===== src/rtl/pong_pkg.sv =====
// Shared screen geometry and control-state encoding for the pong display path.
package pong_pkg;

  localparam int unsigned SCREEN_W  = 640;
  localparam int unsigned SCREEN_H  = 480;
  localparam int unsigned BALL_SIZE = 8;

  // Largest top-left coordinate that keeps the whole ball on screen.
  localparam int unsigned X_MAX = SCREEN_W - BALL_SIZE;
  localparam int unsigned Y_MAX = SCREEN_H - BALL_SIZE;

  typedef enum logic {
    WAIT_FIRST,
    RUN
  } state_e;

endpackage


===== src/rtl/coord_clamp.sv =====
// Clamps a signed 32-bit coordinate into [0, Limit] and reports whether it had to.
module coord_clamp #(
  parameter int unsigned Limit = 632,
  parameter int unsigned Width = 10
) (
  input  logic signed [31:0]      val,
  output logic        [Width-1:0] res,
  output logic                    clamped
);

  localparam logic signed [31:0] LimitS = Limit;

  always_comb begin
    res     = val[Width-1:0];
    clamped = 1'b0;
    if (val < 32'sd0) begin
      res     = '0;
      clamped = 1'b1;
    end else if (val > LimitS) begin
      res     = LimitS[Width-1:0];
      clamped = 1'b1;
    end
  end

endmodule


===== src/rtl/ball_frame_latch.sv =====
// Latches the ball position once per frame on the rising edge of screenEnd and
// produces a 2-cycle pipelined per-pixel ball hit for the colour mux.
module ball_frame_latch
  import pong_pkg::*;
#(
  parameter int unsigned FCNT_W = 16
) (
  input  logic               clock,
  input  logic               reset,
  input  logic               screenEnd,
  input  logic signed [31:0] ball_x,
  input  logic signed [31:0] ball_y,
  input  logic        [9:0]  hcount,
  input  logic        [8:0]  vcount,
  input  logic               pix_valid,
  output logic        [9:0]  ball_px,
  output logic        [8:0]  ball_py,
  output logic               pos_valid,
  output logic               frame_tick,
  output logic [FCNT_W-1:0]  frame_count,
  output logic               oob,
  output logic               ball_pix,
  output logic               pix_valid_out
);

  state_e              state_q, state_d;
  logic                se_q;
  logic                rise;
  logic [9:0]          px_q, px_d, cx;
  logic [8:0]          py_q, py_d, cy;
  logic                oob_q, oob_d, cfx, cfy;
  logic                tick_q, tick_d;
  logic [FCNT_W-1:0]   fcnt_q, fcnt_d;
  logic                hx_q, hy_q, v1_q;
  logic                hx_d, hy_d;
  logic                pix_q, pvo_q;
  logic [10:0]         px_end;
  logic [9:0]          py_end;

  coord_clamp #(.Limit(X_MAX), .Width(10)) u_clamp_x (
    .val     (ball_x),
    .res     (cx),
    .clamped (cfx)
  );

  coord_clamp #(.Limit(Y_MAX), .Width(9)) u_clamp_y (
    .val     (ball_y),
    .res     (cy),
    .clamped (cfy)
  );

  assign rise = screenEnd & ~se_q;

  always_comb begin
    state_d = state_q;
    px_d    = px_q;
    py_d    = py_q;
    oob_d   = oob_q;
    fcnt_d  = fcnt_q;
    tick_d  = 1'b0;
    if (rise) begin
      px_d    = cx;
      py_d    = cy;
      oob_d   = cfx | cfy;
      tick_d  = 1'b1;
      state_d = RUN;
      unique case (state_q)
        WAIT_FIRST: fcnt_d = FCNT_W'(1);
        RUN:        fcnt_d = fcnt_q + FCNT_W'(1);
        default:    fcnt_d = fcnt_q;
      endcase
    end
  end

  // One extra bit on the upper bound so px + BALL_SIZE never wraps near the right edge.
  always_comb begin
    px_end = {1'b0, px_q} + 11'(BALL_SIZE);
    py_end = {1'b0, py_q} + 10'(BALL_SIZE);
    hx_d   = ({1'b0, hcount} >= {1'b0, px_q}) && ({1'b0, hcount} < px_end);
    hy_d   = ({1'b0, vcount} >= {1'b0, py_q}) && ({1'b0, vcount} < py_end);
  end

  // History starts high so a blank already in progress at reset release is ignored.
  always_ff @(posedge clock or negedge reset) begin
    if (!reset) begin
      state_q <= WAIT_FIRST;
      se_q    <= 1'b1;
      px_q    <= '0;
      py_q    <= '0;
      oob_q   <= 1'b0;
      tick_q  <= 1'b0;
      fcnt_q  <= '0;
      hx_q    <= 1'b0;
      hy_q    <= 1'b0;
      v1_q    <= 1'b0;
      pix_q   <= 1'b0;
      pvo_q   <= 1'b0;
    end else begin
      state_q <= state_d;
      se_q    <= screenEnd;
      px_q    <= px_d;
      py_q    <= py_d;
      oob_q   <= oob_d;
      tick_q  <= tick_d;
      fcnt_q  <= fcnt_d;
      hx_q    <= hx_d;
      hy_q    <= hy_d;
      v1_q    <= pix_valid;
      pix_q   <= hx_q & hy_q & v1_q & (state_q == RUN);
      pvo_q   <= v1_q;
    end
  end

  assign ball_px       = px_q;
  assign ball_py       = py_q;
  assign pos_valid     = (state_q == RUN);
  assign frame_tick    = tick_q;
  assign frame_count   = fcnt_q;
  assign oob           = oob_q;
  assign ball_pix      = pix_q;
  assign pix_valid_out = pvo_q;

endmodule


===== config.mk =====
export PLATFORM = sky130hd
export DESIGN_NAME = ball_frame_latch
export DESIGN_NICKNAME = d
export VERILOG_FILES = /design/src/rtl/pong_pkg.sv /design/src/rtl/coord_clamp.sv /design/src/rtl/ball_frame_latch.sv
export SDC_FILE = /design/constraint.sdc
export NUM_CORES = 1
export LEC_CHECK = 0
export CORE_ASPECT_RATIO = 1.5
export CORE_MARGIN = 5
export CORE_UTILIZATION = 42
export DETAILED_ROUTE_END_ITERATION = 6
export GPL_TIMING_DRIVEN = 0
export PLACE_DENSITY = 0.81
export SLEW_MARGIN = 25
export SYNTH_ARGS = -nofsm -noshare
export SYNTH_HDL_FRONTEND = slang
export SYNTH_SLANG_ARGS = --single-unit

===== constraint.sdc =====
create_clock -name clock -period 3 [get_ports clock]
set_input_delay 0.6 -clock clock [delete_from_list [all_inputs] [get_ports clock]]
set_output_delay 0.6 -clock clock [all_outputs]
set_load 0.05 [all_outputs]

# Word level (Yosys, flattened, before mapping)
# Index checks and enable logic that the tools add are counted.
# op_classes
n_addsub	3
order_cmp	8
muxes	10
n_bitwise	7
reduce_logical	2
# ops
operator	n
$lt A32 B1 Y1 const B	2
$gt A32 B10 Y1 const B	1
$gt A32 B11 Y1 const B	1
$pmux W16 S2	1
$mux W10	2
$mux W9	2
$add A16 B1 Y16 const B	1
$add A10 B4 Y11 const B	1
$lt A10 B11 Y1	1
$add A9 B4 Y10 const B	1
$ge A10 B10 Y1	1
$lt A9 B10 Y1	1
$ge A9 B9 Y1	1
$mux W1	5
$and A1 B1 Y1	4
$logic_and A1 B1 Y1	2
$not A1 Y1	2
$or A1 B1 Y1	1
# totals
regBits	44
output_inout_bits	40
wordCells	42

# Longest topological paths before layout
# depth
ltp_word	4
depth_mapped	10
depth_no_buf	10

# Hierarchy
# A second synthesis with hierarchy kept.
# hier_totals
hier_cells	351
area_unflattened_um2	3095.5
# modules_own_cells
mod	instances	cells_each	area_each_um2	seq_area_each_um2
ball_frame_latch	1	288	2670.1	1102.3
coord_clamp at u_clamp_x	1	35	220.2	0.0
coord_clamp at u_clamp_y	1	28	205.2	0.0

# Least setup slack after synthesis
# Ideal clock, no wire load.
# synth_timing
path_type	flip-flop to flip-flop
start	register px_q[5] (netlist: ball_px[5])
end	register hx_q
arrival_time_ns	2.410
required_ns	2.935
setup_slack_ns	0.525
path_stages_with_launch	10
path_buffers	0
period_less_slack_ns	2.475
cell_sequence	dfrtp_1 -> inv_1 -> nor3_1 -> nand3_1 -> xnor2_1 -> ha_1 -> a2111oi_0 -> nand2_1 -> a31oi_1 -> o221a_2
# synth_between
elab_chain_cells	3
elab_cells_between_ends	4
classes_between	add/sub: 1; order compare: 2; reduce/logical: 1
# synth_rtl
item	line_no	source
start, declared	ball_frame_latch.sv:29	logic [9:0] px_q, px_d, cx;
start signal, assigned	ball_frame_latch.sv:101	px_q <= px_d;
$add A10 B4 Y11	ball_frame_latch.sv:77	px_end = {1'b0, px_q} + 11'(BALL_SIZE);
$lt A10 B11 Y1	ball_frame_latch.sv:79	hx_d = ({1'b0, hcount} >= {1'b0, px_q}) && ({1'b0, hcount} < px_end);
$logic_and A1 B1 Y1 *	ball_frame_latch.sv:79	
named net hx_d	ball_frame_latch.sv:35	logic hx_d, hy_d;
end signal, assigned	ball_frame_latch.sv:93	hx_q <= 1'b0;
end signal, assigned	ball_frame_latch.sv:106	hx_q <= hx_d;
end, declared	ball_frame_latch.sv:34	logic hx_q, hy_q, v1_q;
# The timed path passes the listed nets; every way through them passes the cells marked *.
# A chain may end at the register's enable or synchronous reset.

# Final worst setup path
# Same ends and word-level chain as after synthesis.

==> flow_summary.yaml <==
worst_setup_path:
  critPathArrivalTime_ns: 2.65
  start_kind: "register"
  critPathMaxStageDelay_ns: 0.46
  rrSetupSlack_ns: 0.58
  end_kind: "register"
  crit_chain: "inv_1 > nor3_1 > nand3_1 > xnor2_1 > ha_1 > a2111oi_0 > nand2_1 > a31oi_1 > o221a_2"
  crit_fanout: 6
  cp_num_buf_inv: 1
  crit_slowest_cell: "dfrtp_1"
  critPathKind: "reg2reg"
  path_delay_family: "compound AO/OA/AOI/OAI gates"
  required_ns: 3.23
grt:
  busiest_layer: "met2"
  grtUsageMet2_pct: 35.7
  met1_usage_pct: 22.5
  first_global_vias: 2875
  grt.overflow.total: 0
  grt_first_pass_wirelength_mm: 13.7
  antenna_found_initial: 0
  use_met3_pct: 3.01
  grt_usage_pct: 19.4
  grt_max_degree: 24
routing:
  vias: 2764
  drt_wl_total_mm: 8.23
  routedWlPerCell_um: 16.0
  ant_nets: 0
  first_iter_violations: 153
  vias_per_cell: 5.37
  drc: 0
  dr.pass1.iters: 4
synthesis:
  yosys.area.top_type_share_pct: 37.8
  netlist_instances: 304
  synth-edff-count: 0
  syn_area_per_cell_sq_um: 9.36
  synth-main-ff-cell: "dfrtp_1"
  async_reset_ff_share_pct: 100
  yosys.area.top_type: "dfrtp_1"
  synth.net_count: 426
  synth_warnings: 0
  yosys.cell_types.count: 42
  yosys-top-cells-count: "dfrtp_1 (43), ha_1 (35), nor2_1 (26)"
  yosysMostFrequentCell: "dfrtp_1"
  ys_ff_latch: 44
  synth-seq-area-share_pct: 38.7
  synth_area_sq_mm: 0.00285
  ys_top_cells_by_area: "dfrtp_1 (38%), ha_1 (15%), o21ai_0 (4.0%), xor2_1 (3.7%), nor2_1 (3.4%)"
clock_network:
  clock_path_buffers: 2
  postCtsSetupBuffers: 0
  cts_tree: "built"
  root_buffer: "clkbuf_8"
  htreeDepth: 2
  clkTransAtPathRegs_ns: 0.08
  post_cts_resized: 0
  ctsHoldBuffers: 0
  clkLatencyLatePin_ns: 0.29
  cts_sinks: 44
  cts_buffers: 5
placed_design:
  finalWeightedCongestion: 0.874
  io_buffers: 126
  place_hpwl_mm: 6.94
final_layout:
  drive_above_1_share_pct: 4.33
  area_growth_pct: 51.6
  utilization_pct: 66.1
  nets: 560
  diodes: 0
power_and_ir_drop:
  p_leak_nw: 1.84
  total_power_mw: 1.74
  power_density_mw_per_mm2: 404
  ir_drop_uv: 226
run_status:
  status: "finished, final reports clean"
floorplan:
  fp.dieH_um: 111
  die_w_um: 77.2
  initial_core_util_pct: 43.6
  row_count: 36
  io_pins: 127
  design.die.area_sq_mm: 0.00855
  coreArea_sq_mm: 0.00653
sta:
  max_clock_freq_mhz: 413
  period_needed_ns: 2.42
  maxSlewViolCount: 0
  skew_ns: 0.00563
  hold_violations: 0
  setup_violations: 0
  post-route-period-util_pct: 80.7
  final.setup.tns_ns: 0
  worst_pin_slew_ns: 0.568
  maxSlewHeadroom_pct: 62.1
  rsz0062_at_grt: "no"
flow_run:
  cap_violations: 0
hold_path:
  hold_path.class: "in2async"
-- placed cells by master (no fill, tap or decap), types with 12 or more instances in the layout --
master,instances
clkdlybuf4s50_1,125
dfrtp_1,43
ha_1,35
nor2_1,26
inv_1,24
o21ai_0,23
nand2_1,21
a21oi_1,16
nand3_1,12
xor2_1,12
-- logic make-up after synthesis --
logic type               count (synthesis)  share of synthesized area (%)
XOR/XNOR                                22                           6.77
buffers and inverters                   30                           4.22
AND/OR/NAND/NOR                        108                           20.5
AO/OA/AOI/OAI                           65                           14.4
adder cells (fa/ha/maj)                 35                           15.4
flip-flops                              44                           38.7
-- final timing paths --
kind | from | to | depth (start not counted)
worst min register to register | v1_q$_DFF_PN0_ | pix_valid_out$_DFF_PN0_ | 0
worst max register to register | ball_px[5]$_DFFE_PN0P_ | hx_q$_DFF_PN0_ | 9
max in group asynchronous | reset | ball_py[5]$_DFFE_PN0P_ | 2
worst min-delay path | reset | frame_count[14]$_DFFE_PN0P_ | 1
worst max-delay path | ball_px[5]$_DFFE_PN0P_ | hx_q$_DFF_PN0_ | 9
min in group clock | v1_q$_DFF_PN0_ | pix_valid_out$_DFF_PN0_ | 0
-- layer usage --
metal,vias to the layer above,part of all wire [%]
li1,1368,-
met1,1304,40
met2,79,54
met3,13,3.7
met4,0,2.5
met5,-,0
-- layout make-up --
cell class                      instances  area [sq um]
Tap cell                               76          95.1
Timing Repair Buffer                  127          1280
Sequential cell                        44          1100
Clock buffer                            8          90.1
Inverter                               24          90.1
Buffer                                  6          30.0
Fill cell                             546          2220
Multi-Input combinational cell        230          1620
-- sequential cells by signal (all words and copies together), names as in the netlist --
register and count:
pos_valid 1, ball_px 10, hx_q 1, ball_pix 1, frame_count 16, hy_q 1, frame_tick 1, oob 1
se_q 1, v1_q 1, ball_py 9, pix_valid_out 1
-- worst reg2reg max path, stage by stage (launching register included) --
cell	delay, ns
dfrtp_1	0.46
inv_1	0.11
nor3_1	0.32
nand3_1	0.15
xnor2_1	0.15
ha_1	0.28
a2111oi_0	0.42
nand2_1	0.10
a31oi_1	0.16
o221a_2	0.21
-- report_power, final --
| part | switching [mW] | leakage, nW | internal (mW) |
|---|---|---|---|
| clock | 0.188 | 0.0455 | 0.188 |
| sequential | 0.0603 | 0.564 | 0.646 |
| combinational | 0.364 | 1.23 | 0.295 |
| total | 0.613 | 1.84 | 1.13 |
-- metrics by stage --
stage / cells / hold WS, ns / area, sq um / setup slack [ns]
floorplan: 304 / 0.304 / 2850 / 0.525
global placement: 506 / 0.353 / 4200 / 0.188
detailed placement: 507 / 0.368 / 4220 / 0.524
CTS: 515 / 0.296 / 4310 / 0.560
global route: 515 / 0.307 / 4310 / 0.307
finish: 515 / 0.292 / 4310 / 0.579
Note: power is estimated with default switching activity, not from simulation.
